<file path="config.mk">
export PLATFORM = sky130hd
export DESIGN_NAME = prob2_tx_flat
export DESIGN_NICKNAME = d
export VERILOG_FILES = /design/src/rtl/prob2_tx_if.sv /design/src/rtl/prob2_tx.sv /design/src/flat_wrapper.sv
export SDC_FILE = /design/constraint.sdc
export NUM_CORES = 1
export LEC_CHECK = 0
export ABC_AREA = 1
export CORE_UTILIZATION = 45
export CTS_CLUSTER_SIZE = 24
export DETAILED_ROUTE_END_ITERATION = 10
export PLACE_DENSITY = 0.68
export SKIP_LAST_GASP = 1
export SLEW_MARGIN = 20
export SYNTH_ARGS = -nofsm -noshare
export SYNTH_HDL_FRONTEND = slang
export SYNTH_SLANG_ARGS = --single-unit
</file>
<file path="constraint.sdc">
create_clock -name clk -period 1.73 [get_ports clk]
set_clock_uncertainty 0.2 [all_clocks]
set_input_delay 0.346 -clock clk [delete_from_list [all_inputs] [get_ports clk]]
set_output_delay 0.346 -clock clk [all_outputs]
set_load 0.02 [all_outputs]
</file>
<file path="src/rtl/prob2_tx_if.sv">
// Word handshake into the prob2 transmitter, plus its serial line and the
// detector outputs it predicts for that line.
interface prob2_tx_if #(parameter int WIDTH = 8) ();
  logic [WIDTH-1:0] data_in;
  logic             data_valid;
  logic             data_ready;
  logic             X;
  logic             x_valid;
  logic             busy;
  logic             exp_z1;
  logic             exp_z2;
  logic [15:0]      words_sent;

  modport master (
    output data_in, data_valid,
    input  data_ready, X, x_valid, busy, exp_z1, exp_z2, words_sent
  );

  modport slave (
    input  data_in, data_valid,
    output data_ready, X, x_valid, busy, exp_z1, exp_z2, words_sent
  );
endinterface

</file>
<file path="src/rtl/prob2_tx.sv">
// Serialises words onto the prob2 detector's X line and runs a cycle-exact
// copy of the detector's Mealy machine to predict its Z1/Z2 response.
//
// state    | meaning
// ST_IDLE  | line idle, ready for a word
// ST_SHIFT | one word bit per cycle on X, cnt_q = bits left after this one
// ST_GAP   | idle-level gap after a word, cnt_q = gap cycles left after this one
module prob2_tx #(
  parameter int WIDTH      = 8,
  parameter int GAP        = 0,
  parameter int MSB_FIRST  = 1,
  parameter int IDLE_LEVEL = 0
) (
  input logic      clk,
  input logic      rst,
  prob2_tx_if.slave bus
);

  typedef enum logic [1:0] {ST_IDLE, ST_SHIFT, ST_GAP} tx_state_e;
  typedef enum logic [2:0] {S0, S1, S2, S3, S4, S5, S6, S7} det_state_e;

  tx_state_e        state_q, state_d;
  logic [4:0]       cnt_q, cnt_d;
  logic [WIDTH-1:0] sreg_q, sreg_d;
  logic [15:0]      words_q, words_d;
  det_state_e       det_q, det_d;
  logic             z1_q, z1_d, z2_q, z2_d;

  logic tx_bit, last, ready, accept, x_out;

  assign tx_bit = (MSB_FIRST != 0) ? sreg_q[WIDTH-1] : sreg_q[0];
  assign last   = (cnt_q == 5'd0);
  // Back-to-back streaming: with no gap the next word loads on the last bit.
  assign ready  = (state_q == ST_IDLE) || ((state_q == ST_SHIFT) && last && (GAP == 0));
  assign accept = bus.data_valid && ready;
  assign x_out  = (state_q == ST_SHIFT) ? tx_bit : 1'(IDLE_LEVEL);

  assign bus.data_ready = ready;
  assign bus.X          = x_out;
  assign bus.x_valid    = (state_q == ST_SHIFT);
  assign bus.busy       = (state_q != ST_IDLE);
  assign bus.exp_z1     = z1_q;
  assign bus.exp_z2     = z2_q;
  assign bus.words_sent = words_q;

  always_comb begin
    state_d = state_q;
    cnt_d   = cnt_q;
    sreg_d  = sreg_q;
    words_d = words_q;
    case (state_q)
      ST_IDLE: begin
        if (accept) begin
          sreg_d  = bus.data_in;
          cnt_d   = 5'(WIDTH - 1);
          state_d = ST_SHIFT;
        end
      end
      ST_SHIFT: begin
        sreg_d = (MSB_FIRST != 0) ? (sreg_q << 1) : (sreg_q >> 1);
        if (last) begin
          words_d = words_q + 16'd1;
          if (GAP > 0) begin
            cnt_d   = 5'(GAP - 1);
            state_d = ST_GAP;
          end else if (accept) begin
            sreg_d = bus.data_in;
            cnt_d  = 5'(WIDTH - 1);
          end else begin
            state_d = ST_IDLE;
          end
        end else begin
          cnt_d = cnt_q - 5'd1;
        end
      end
      ST_GAP: begin
        if (last) state_d = ST_IDLE;
        else      cnt_d   = cnt_q - 5'd1;
      end
      default: state_d = ST_IDLE;
    endcase
  end

  // Detector model sees the same X the detector samples, idle cycles included.
  always_comb begin
    det_d = S0;
    z1_d  = 1'b0;
    z2_d  = 1'b0;
    case (det_q)
      S0: det_d = x_out ? S3 : S1;
      S1: det_d = x_out ? S2 : S1;
      S2: begin
        det_d = x_out ? S3 : S4;
        z1_d  = !x_out;
      end
      S3: det_d = x_out ? S3 : S4;
      S4: begin
        det_d = x_out ? S3 : S5;
        z2_d  = !x_out;
      end
      S5: det_d = x_out ? S6 : S5;
      S6: det_d = x_out ? S6 : S7;
      S7: begin
        det_d = x_out ? S6 : S5;
        z2_d  = !x_out;
      end
      default: det_d = S0;
    endcase
  end

  always_ff @(posedge clk) begin
    if (rst) begin
      state_q <= ST_IDLE;
      cnt_q   <= '0;
      sreg_q  <= '0;
      words_q <= '0;
      det_q   <= S0;
      z1_q    <= 1'b0;
      z2_q    <= 1'b0;
    end else begin
      state_q <= state_d;
      cnt_q   <= cnt_d;
      sreg_q  <= sreg_d;
      words_q <= words_d;
      det_q   <= det_d;
      z1_q    <= z1_d;
      z2_q    <= z2_d;
    end
  end

endmodule
</file>
<file path="src/flat_wrapper.sv">
// flat-port wrapper written by rule: the top's interface ports become plain ports
module prob2_tx_flat 
#(
  parameter int WIDTH      = 8,
  parameter int GAP        = 0,
  parameter int MSB_FIRST  = 1,
  parameter int IDLE_LEVEL = 0
)
  (clk, rst, bus_data_in, bus_data_valid, bus_data_ready, bus_X, bus_x_valid, bus_busy, bus_exp_z1, bus_exp_z2, bus_words_sent);
  prob2_tx_if #(.WIDTH(WIDTH)) bus_i ();
  input logic clk;
  input logic rst;
  input wire logic [$bits(bus_i.data_in)-1:0] bus_data_in;
  input wire logic [$bits(bus_i.data_valid)-1:0] bus_data_valid;
  output wire logic [$bits(bus_i.data_ready)-1:0] bus_data_ready;
  output wire logic [$bits(bus_i.X)-1:0] bus_X;
  output wire logic [$bits(bus_i.x_valid)-1:0] bus_x_valid;
  output wire logic [$bits(bus_i.busy)-1:0] bus_busy;
  output wire logic [$bits(bus_i.exp_z1)-1:0] bus_exp_z1;
  output wire logic [$bits(bus_i.exp_z2)-1:0] bus_exp_z2;
  output wire logic [$bits(bus_i.words_sent)-1:0] bus_words_sent;
  assign bus_i.data_in = bus_data_in;
  assign bus_i.data_valid = bus_data_valid;
  assign bus_data_ready = bus_i.data_ready;
  assign bus_X = bus_i.X;
  assign bus_x_valid = bus_i.x_valid;
  assign bus_busy = bus_i.busy;
  assign bus_exp_z1 = bus_i.exp_z1;
  assign bus_exp_z2 = bus_i.exp_z2;
  assign bus_words_sent = bus_i.words_sent;
  prob2_tx #(.WIDTH(WIDTH), .GAP(GAP), .MSB_FIRST(MSB_FIRST), .IDLE_LEVEL(IDLE_LEVEL)) u_core (.clk(clk), .rst(rst), .bus(bus_i));
endmodule
</file>
==> impl_metrics.yaml <==
detailed_routing:
  dr_total_vias: 1935
  initialDrtViolationCount: 67
  finalWirelength_um: 4500
  drc: 0
  routedWlPerCell_um: 11.3
  viasPerCell: 4.87
  dr.pass1.iters: 4
  ant_nets: 0
yosys:
  synthCells: 277
  synth_edf_count: 0
  avgSynthCellArea_um2: 6.69
  synth_area_leaders: "dfxtp_1 38%, nand2_1 19%, inv_1 6.9%"
  syn_nets: 290
  synth_seq_cells: 35
  synth_top_area_share_pct: 37.8
  yosysTopAreaCell: "dfxtp_1"
  yosysSeqAreaShare_pct: 37.8
  async_reset_ff_share_pct: 0
  ys.warnings.count: 0
  synth.distinct_cells: 29
  ys.flop_type: "dfxtp_1"
  synth_area_mm2: 0.00185
timing:
  setup-violations-final: 0
  grt_setup_unrepaired: "true"
  hold_ws_ns: 0.270
  fmax_ghz: 0.583
  hold_viol_final: 0
  finalCritPeriodShare_pct: 99.2
  timing.final.ws_setup_ns: 0.0137
  period_needed_ns: 1.72
  tightest_slew_ns: 0.225
  relSlewSlack_pct: 85.0
  final-max-slew-violation-count: 0
place:
  dpl_cell_area_mm2: 0.00243
  routabilityCongestion: 0.829
  hpwl_um: 3240
  port_buffers: 32
  place_ws_ns: -0.159
status:
  status: "finished, final reports clean"
critical_path:
  required_ns: 1.18
  crit_start: "u_core.cnt_q[1]$_SDFF_PP0_"
  regToRegSetupSlack_ns: 0.06
  arrival_ns: 1.17
  crit_path_end: "bus_data_ready"
  rr_endpoint: "u_core.bus.words_sent[10]$_SDFFE_PP0P_"
  crit_fanout: 2
  crit_path_start_kind: "flip-flop"
  end_kind: "output pin"
  reg2reg_from: "u_core.cnt_q[1]$_SDFF_PP0_"
  critical_path_class: "reg -> out"
  reg2regPathDepth: 11
clock_tree:
  clockRootBuffer: "clkbuf_8"
  cts_made_buffers: 5
  hold_buffers: 0
  clk_pin_slew_ns: 0.07
  clock_latency_ns: 0.29
  cts_tree: "yes"
  htreeDepth: 2
  clkSinkCount: 35
  clock_path_buffers: 2
floorplanning:
  fp.dieH_um: 66.2
  rows: 22
  start_util_pct: 48.8
  die_w_um: 66.2
  coreArea_mm2: 0.00380
  ios: 33
  die_area_mm2: 0.00438
grt:
  antenna_found_initial: 0
  grt.overflow.total: 0
  grt_pass1_vias: 1697
  grt_first_pass_wirelength_um: 7650
  grtUsageTotal_pct: 23.0
  grt_max_degree: 13
final_layout:
  drive_above_1_share_pct: 23.8
  nets: 361
  design_area_mm2: 0.00265
  final_cell_mix: "91 x nand2_1, 39 x buf_4, 34 x dfxtp_1"
  num_antenna_cells: 0
  final_common_cell: "nand2_1"
  fillers: 340
  syn_to_final_growth_pct: 43.0
power:
  power.density_mw_per_mm2: 792
  max-vdd-ir-drop_mv: 0.564
  p_leak_nw: 1.18
run:
  cap_violations: 0
hold_path:
  min_path_type: "reg -> reg"
==> Yosys cell counts (all sizes together) (2+ instances only) <==
master  number
nor4         2
nand4        5
dfxtp       35
nand2       99
o21ai        8
buf          8
a21oi       27
xor2         3
nor3         2
a31oi        2
ha           2
nand3       16
inv         37
nor2        25
xnor2        2
==> sequential cells by signal, summed over array words and instances, names as in the netlist <==
register               flops
u_core.bus.exp_z1          1
u_core.bus.exp_z2          1
u_core.bus.words_sent     16
u_core.cnt_q               5
u_core.det_q               3
u_core.sreg_q              8
u_core.state_q             1
==> critical path: stages (launching register included) <==
cell and delay, ns:
dfxtp_2 0.32, inv_2 0.07, ha_4 0.15, nand4_4 0.10, nand2_2 0.08, buf_2 0.16
==> metal layers <==
layer  GRT usage (%)  vias to the layer above  part of all wire [%]
li1                -                     1010                     -
met1            30.9                      893                    51
met2            36.2                       27                    45
met3            5.69                        5                   3.0
met4            7.18                        0                   1.2
met5               0                        -                     0
==> worst min path at each step <==
stage / startpoint / to / depth (start not counted)
4_1_cts: u_core.sreg_q[0]$_SDFFE_PP0P_ / u_core.sreg_q[0]$_SDFFE_PP0P_ / 2
6_report: u_core.sreg_q[6]$_SDFFE_PP0P_ / u_core.sreg_q[6]$_SDFFE_PP0P_ / 2
3_3_place_gp: u_core.sreg_q[4]$_SDFFE_PP0P_ / u_core.sreg_q[4]$_SDFFE_PP0P_ / 2
3_5_place_dp: u_core.sreg_q[0]$_SDFFE_PP0P_ / u_core.sreg_q[0]$_SDFFE_PP0P_ / 2
2_1_floorplan: u_core.det_q[2]$_SDFF_PP0_ / u_core.bus.exp_z1$_SDFF_PP0_ / 1
5_1_grt: u_core.cnt_q[3]$_SDFF_PP0_ / u_core.cnt_q[3]$_SDFF_PP0_ / 2
==> where the power goes <==
group	internal, mW	total (mW)	leakage [nW]	switching, mW
clock	0.575	0.893	0.0644	0.318
sequential	0.836	0.852	0.285	0.0155
combinational	0.170	0.355	0.828	0.185
==> cells by family after synthesis <==
family	Yosys count	share of synthesized area (%)
flops	35	37.8
fa+ha+maj	2	1.35
buf+inv	46	10.1
compound gates	39	11.3
xor+xnor	5	2.36
simple gates	150	37.1
==> through the flow <==
stage | power, mW | TNS [ns] | utilization (%) | std cells
after global routing | 2.19 | -0.344 | 69.8 | 397
after CTS | 2.07 | -0.199 | 67.1 | 389
final | 2.10 | 0 | 69.8 | 397
after floorplan | 1.05 | 0 | - | 277
after global placement | 1.18 | -0.132 | 64.1 | 381
after detailed placement | 1.18 | -0.324 | 64.1 | 381
==> layout make-up <==
cell class / instances / area (um^2) / share of cell area [%]
clock inverters: 3 / 67.6 / 2.55
repair buffers: 73 / 603 / 22.7
flip-flops and latches: 35 / 702 / 26.5
clock buffers: 5 / 68.8 / 2.60
well taps: 48 / 60.1 / 2.27
multi-input cells: 196 / 1010 / 38.1
inverters: 37 / 139 / 5.24
==> timing repair <==
| action | 4_1_cts | 5_1_grt |
|---|---|---|
| pin swaps | 0 | 9 |
| resized for setup | 24 | 22 |
| endpoints found under the setup margin | 29 | 26 |
| setup buffers | 0 | 8 |
Power figures use the tool's default switching activity.
